==> config.mk <==
export PLATFORM = sky130hd
export DESIGN_NAME = mac_stream_engine
export DESIGN_NICKNAME = d
export VERILOG_FILES = /design/src/rtl/mac_stream_pkg.sv /design/src/rtl/lane_sum_tree.sv /design/src/rtl/mac_stream_engine.sv
export SDC_FILE = /design/constraint.sdc
export NUM_CORES = 2
export LEC_CHECK = 0
export ABC_AREA = 1
export CAP_MARGIN = 15
export CORE_MARGIN = 8
export CORE_UTILIZATION = 30
export DETAILED_ROUTE_END_ITERATION = 10
export PLACE_DENSITY = 0.55
export SLEW_MARGIN = 25
export SYNTH_ARGS = -nofsm -noshare
export SYNTH_HDL_FRONTEND = slang
export SYNTH_SLANG_ARGS = --single-unit
==> constraint.sdc <==
create_clock -name clock -period 6.45 [get_ports clock]
set_clock_uncertainty 0.1 [all_clocks]
set_input_delay 1.29 -clock clock [delete_from_list [all_inputs] [get_ports clock]]
set_output_delay 1.29 -clock clock [all_outputs]
set_load 0.01 [all_outputs]
==> src/rtl/mac_stream_pkg.sv <==
// Shared types and constants for the streaming dot-product engine.
// No logic of its own; latency and flow control live in the modules that import it.
package mac_stream_pkg;

  typedef enum logic [1:0] {
    IDLE  = 2'd0,
    RUN   = 2'd1,
    DRAIN = 2'd2,
    HOLD  = 2'd3
  } state_t;

  localparam int PIPE_DEPTH = 3;

  function automatic int prod_w(input int data_w);
    return 2 * data_w;
  endfunction

endpackage

==> src/rtl/lane_sum_tree.sv <==
// Reduces LANES lane products to one ACC-width sum through a binary adder tree.
// One cycle of latency (output register); no flow control, it samples every cycle.
module lane_sum_tree #(
  parameter int LANES  = 8,
  parameter int IN_W   = 16,
  parameter int OUT_W  = 32,
  parameter int SIGNED = 0
) (
  input  logic                  i_clk,
  input  logic                  i_rst_n,
  input  logic [LANES*IN_W-1:0] i_prod,
  output logic [OUT_W-1:0]      o_sum
);

  logic [OUT_W-1:0] w_node [LANES];
  logic [OUT_W-1:0] w_root;
  logic [OUT_W-1:0] r_sum;

  // In-place pairwise reduction: level of width w folds nodes 2j,2j+1 into j.
  always_comb begin
    for (int i = 0; i < LANES; i++) begin
      if (SIGNED != 0) begin
        w_node[i] = OUT_W'($signed(i_prod[i*IN_W +: IN_W]));
      end else begin
        w_node[i] = OUT_W'(i_prod[i*IN_W +: IN_W]);
      end
    end
    for (int w = LANES / 2; w >= 1; w = w / 2) begin
      for (int j = 0; j < w; j++) begin
        w_node[j] = w_node[2*j] + w_node[2*j+1];
      end
    end
    w_root = w_node[0];
  end

  always_ff @(posedge i_clk or negedge i_rst_n) begin
    if (!i_rst_n) begin
      r_sum <= '0;
    end else begin
      r_sum <= w_root;
    end
  end

  assign o_sum = r_sum;

endmodule

==> src/rtl/mac_stream_engine.sv <==
// Lane-wise multiply, tree-reduce and accumulate a job of len beats into one dot product.
// Result valid 3 cycles after the last beat; in_ready only in RUN; result held until result_ready.
module mac_stream_engine
  import mac_stream_pkg::*;
#(
  parameter int LANES  = 8,
  parameter int DATA_W = 8,
  parameter int ACC_W  = 32,
  parameter int LEN_W  = 16,
  parameter int SIGNED = 0
) (
  input  logic                    clock,
  input  logic                    reset_l,
  input  logic                    start,
  input  logic [LEN_W-1:0]        len,
  input  logic [LANES*DATA_W-1:0] a_data,
  input  logic [LANES*DATA_W-1:0] b_data,
  input  logic                    in_valid,
  output logic                    in_ready,
  output logic [ACC_W-1:0]        result,
  output logic                    result_valid,
  input  logic                    result_ready,
  output logic                    busy,
  output logic [15:0]             cycle_count
);

  localparam int PW = prod_w(DATA_W);

  state_t                  r_state;
  state_t                  w_state_nxt;
  logic                    w_in_ready;
  logic                    w_busy;
  logic                    w_accept;
  logic                    w_last_beat;
  logic                    w_final;
  logic [LEN_W-1:0]        r_beats;
  logic [LANES*DATA_W-1:0] r_a;
  logic [LANES*DATA_W-1:0] r_b;
  logic [LANES*PW-1:0]     w_prod;
  logic [LANES*PW-1:0]     r_prod;
  logic [ACC_W-1:0]        w_sum;
  logic [ACC_W-1:0]        w_acc_nxt;
  logic [ACC_W-1:0]        r_acc;
  logic [ACC_W-1:0]        r_result;
  logic                    r_result_valid;
  logic [PIPE_DEPTH-1:0]   r_vld;
  logic [PIPE_DEPTH-1:0]   r_last;
  logic [15:0]             r_cycle_count;

  assign w_accept    = in_valid & w_in_ready;
  assign w_last_beat = w_accept & (r_beats == LEN_W'(1));
  assign w_final     = r_vld[PIPE_DEPTH-1] & r_last[PIPE_DEPTH-1];
  assign w_acc_nxt   = r_acc + w_sum;

  always_ff @(posedge clock or negedge reset_l) begin
    if (!reset_l) begin
      r_state <= IDLE;
    end else begin
      r_state <= w_state_nxt;
    end
  end

  // in_valid is read directly in RUN so the ready output never feeds back into this block.
  always_comb begin
    w_state_nxt = r_state;
    w_in_ready  = 1'b0;
    w_busy      = 1'b1;
    unique case (r_state)
      IDLE: begin
        w_busy = 1'b0;
        if (start) begin
          w_state_nxt = (len == '0) ? HOLD : RUN;
        end
      end
      RUN: begin
        w_in_ready = 1'b1;
        if (in_valid && (r_beats == LEN_W'(1))) begin
          w_state_nxt = DRAIN;
        end
      end
      DRAIN: begin
        if (w_final) begin
          w_state_nxt = HOLD;
        end
      end
      HOLD: begin
        if (r_result_valid && result_ready) begin
          w_state_nxt = IDLE;
        end
      end
      default: w_state_nxt = IDLE;
    endcase
  end

  // Sign- or zero-extend each lane to product width so one multiply serves both modes.
  for (genvar i = 0; i < LANES; i++) begin : g_lane
    logic signed [PW-1:0] w_ax;
    logic signed [PW-1:0] w_bx;
    if (SIGNED != 0) begin : g_sx
      assign w_ax = PW'($signed(r_a[i*DATA_W +: DATA_W]));
      assign w_bx = PW'($signed(r_b[i*DATA_W +: DATA_W]));
    end else begin : g_zx
      assign w_ax = PW'(r_a[i*DATA_W +: DATA_W]);
      assign w_bx = PW'(r_b[i*DATA_W +: DATA_W]);
    end
    assign w_prod[i*PW +: PW] = w_ax * w_bx;
  end

  always_ff @(posedge clock or negedge reset_l) begin
    if (!reset_l) begin
      r_a    <= '0;
      r_b    <= '0;
      r_prod <= '0;
      r_vld  <= '0;
      r_last <= '0;
    end else begin
      r_vld  <= {r_vld[PIPE_DEPTH-2:0], w_accept};
      r_last <= {r_last[PIPE_DEPTH-2:0], w_last_beat};
      if (w_accept) begin
        r_a <= a_data;
        r_b <= b_data;
      end
      if (r_vld[0]) begin
        r_prod <= w_prod;
      end
    end
  end

  lane_sum_tree #(
    .LANES  (LANES),
    .IN_W   (PW),
    .OUT_W  (ACC_W),
    .SIGNED (SIGNED)
  ) u_tree (
    .i_clk   (clock),
    .i_rst_n (reset_l),
    .i_prod  (r_prod),
    .o_sum   (w_sum)
  );

  always_ff @(posedge clock or negedge reset_l) begin
    if (!reset_l) begin
      r_beats        <= '0;
      r_acc          <= '0;
      r_result       <= '0;
      r_result_valid <= 1'b0;
      r_cycle_count  <= '0;
    end else begin
      if (r_state == IDLE && start) begin
        r_beats       <= len;
        r_acc         <= '0;
        r_cycle_count <= '0;
        if (len == '0) begin
          r_result       <= '0;
          r_result_valid <= 1'b1;
        end
      end
      if (w_accept) begin
        r_beats <= r_beats - LEN_W'(1);
      end
      if (r_vld[PIPE_DEPTH-1]) begin
        r_acc <= w_acc_nxt;
      end
      if (r_state == DRAIN && w_final) begin
        r_result       <= w_acc_nxt;
        r_result_valid <= 1'b1;
      end
      if (r_state == HOLD && r_result_valid && result_ready) begin
        r_result_valid <= 1'b0;
      end
      if ((r_state == RUN || r_state == DRAIN) && r_cycle_count != 16'hFFFF) begin
        r_cycle_count <= r_cycle_count + 16'd1;
      end
    end
  end

  assign in_ready     = w_in_ready;
  assign busy         = w_busy;
  assign result       = r_result;
  assign result_valid = r_result_valid;
  assign cycle_count  = r_cycle_count;

endmodule

==> results by group <==
Yosys
  • Most frequent cell after synthesis: nand2_1
  • Post-synthesis mux area share: 0%
  • Largest family of logic cells by synthesized area: adder cells
  • Post-synth net total: 6,074
  • Post-Syn Area: 38,440 sq um
  • XOR/XNOR share of the synthesized area: 2.780%
  • Synth Register Bits: 380
  • Ranking of synthesized cells by area: dfrtp_1, nand2_1, fa_1, ha_1, inv_1
  • Async set-reset flop share out of synthesis: 100.0%
  • Post-synth EDFFs: 0
  • Top cell type's share of synthesized area: around 25%
  • Post-synthesis compound-gate area fraction: roughly 6.5%
  • Syn Inst Count: about 5,200
  • Post-Synth Adder-Cell Area: between 20 and 30%
  • Ys flop type: dfrtp_1
  • Yosys cell types: 45
  • Post-synth top area cell: dfrtp_1
  • Commonest cells post-synth: nand2_1, inv_1, ha_1
  • Synth Area per Inst: about 7.4 sq um
  • Sequential area share after synthesis: 24.74%
  • YS warnings: 0
  • Post-Synth Simple-Gate Area: 24.51%

Floorplanning
  • Chip Height: 373.9 microns
  • Top-Level Pins: 200
  • Die Area: 139,800 sq um
  • Starting Density: just over 30%
  • Row count: 131
  • Core Region: about 130,000 sq um
  • Die width: 373.9 microns

STA
  • Fin. max-slew vios: 0
  • Final worst slack: 1979 ps
  • TNS Setup: 0 ps
  • Final setup violation count: 0
  • Unrepaired setup endpoints after global routing: false
  • Post-route clock period utilization: 69.31%
  • Minimum clock period: 4471 ps
  • Slew headroom: between 30 and 40%
  • Worst slew pin tran: 929.3 ps
  • Fin. Hold Viols: 0
  • Fmax: 223.7 MHz
  • Final hold slack: about 250 ps

Drt
  • DR WL/cell: 14.27 microns
  • DR vias: 31,650
  • First DRT Iteration DRCs: 1,521
  • DRC errors left: 0
  • Vias per inst: 4.542
  • Post-Route WL: 99,430 microns
  • Router iterations before antenna repair: 5
  • Final antenna-violating net count: 0

Finish
  • Fillers: about 14,000
  • Share of layout cells above drive strength 1: 2.544%
  • Ant. Diodes: 0
  • NumNets Final: 6,135
  • Final core utilization: 34.31%
  • Synth-to-Final Area Change: 13.68%

Setup path
  • Critical path class: reg -> reg
  • CP required: between 6000 and 7000 ps
  • CP arrival: 4950 ps
  • CP Max Fanout: 6
  • Crit. End Element: register
  • Crit start category: register

Min path
  • Class of the worst hold path: reg -> reg

Clock tree
  • CTS root buffer: clkbuf_16
  • Clk buf depth: 3
  • Clk slew on worst S/H paths: 60 ps
  • CTS tree: yes
  • H-tree depth: 2
  • Postcts setup bufs: 0
  • Sink Count: 380
  • Worst-Skew Late Latency: 650 ps
  • Clock buffer count from CTS: 53
  • Hold_buf cts: 0
  • Post-cts resize count: 0

Place
  • Dpl hpwl: 79,110 microns
  • Input/output buffers: 199
  • Dpl ws: 1961 ps
  • Routability cong.: 0.8587

Run
  • Max-cap violations: 0

Global route
  • Pin count of the biggest net entering global routing: between 100 and 150
  • Total GRT Usage: 14.23%
  • Vias in the first global route: ~33,000
  • Gr ovfl total: 0
  • Initial antenna violation count: 5
  • First-pass GRT wire length: 167,600 microns

Outcome
  • Status: finished clean
-- sequential cells by signal, indices dropped and copies added (netlist names) --
name and count:
cycle_count 16, r_a 64, r_acc 32, r_b 64, r_beats 16, r_last 3
r_prod 128, r_state 2, r_vld 3, result 32, result_valid 1, u_tree.o_sum 19
-- area by class of cell --
| type | count | area, sq um | share of cell area, % |
|---|---|---|---|
| clock buffers | 69 | 1466 | 3.356 |
| clock inverters | 30 | 382.9 | 0.8762 |
| inverters | 971 | 3652 | 8.358 |
| multi-input cells | 3646 | 24500 | 56.06 |
| flip-flops and latches | 380 | 9513 | 21.77 |
| well taps | 1662 | 2079 | 4.759 |
| repair buffers | 210 | 2105 | 4.816 |
-- through the flow --
step | instances | instance area, sq um
global placement | 6869 | 41850
floorplan | 5201 | 38440
finish | 6968 | 43700
CTS | 6968 | 43700
global route | 6968 | 43700
detailed placement | 6869 | 41850
-- final timing paths --
kind,start,end,slack (ps),depth (start not counted)
max in group asynchronous,reset_l,r_vld[0],4370,2
hold reg to reg,r_last[1],r_last[2],250,0
hold / removal,r_last[1],r_last[2],250,0
setup / recovery,r_prod[96],u_tree.o_sum[18],1980,21
setup reg to reg,r_prod[96],u_tree.o_sum[18],1980,21
min in group asynchronous,reset_l,cycle_count[1],510,1
-- critical path, cell delays in order, from the launching register on --
cell and delay (ps):
dfrtp_1 390, ha_1 230, fa_1 400, nand2_1 90, nand3_1 60, o21ai_0 180, o21ai_0 240, inv_1 110
nor2_1 40, nor2_1 110, xnor2_1 110, fa_1 550, inv_1 50, fa_1 470, inv_1 40, ha_1 380
nand2_1 120, nor2_1 140, nand2_1 60, o21ai_0 310, nand4_1 130, nand2_1 90
-- layout by cell type (no fill, tap or decap), types with 57 or more instances in the layout --
cell | Yosys | final
fa_1 | 327 | 327
nand3_1 | 221 | 221
dfrtp_1 | 380 | 379
o21ai_0 | 181 | 181
a21oi_1 | 162 | 162
ha_1 | 397 | 397
clkdlybuf4s50_1 | 0 | 198
xor2_1 | 65 | 65
nor2_1 | 202 | 201
nand2_1 | 1790 | 1789
inv_1 | 969 | 966
xnor2_1 | 57 | 57
-- routing by layer --
metal | track usage (%) | vias to the layer above | wire length (microns)
met2 | 24.78 | 482 | 47410
met1 | 18.40 | 15010 | 45800
met5 | 0 | - | 58
met4 | 3.893 | 8 | 2399
li1 | - | 16020 | -
met3 | 2.059 | 130 | 3753
-- cell families (layout without fill, tap and decap cells) --
family	Yosys count	in the layout
DFF	380	380
adders and majority gates	724	724
buffers and inverters	1175	1280
and+or+nand+nor	2351	2351
xor gates and xnor gates	122	122
AOI/OAI and AO/OA	449	449
Power is left out: the tool's default activity adds up to more than one toggle a clock period on the data nets, which glitch-free logic cannot reach.
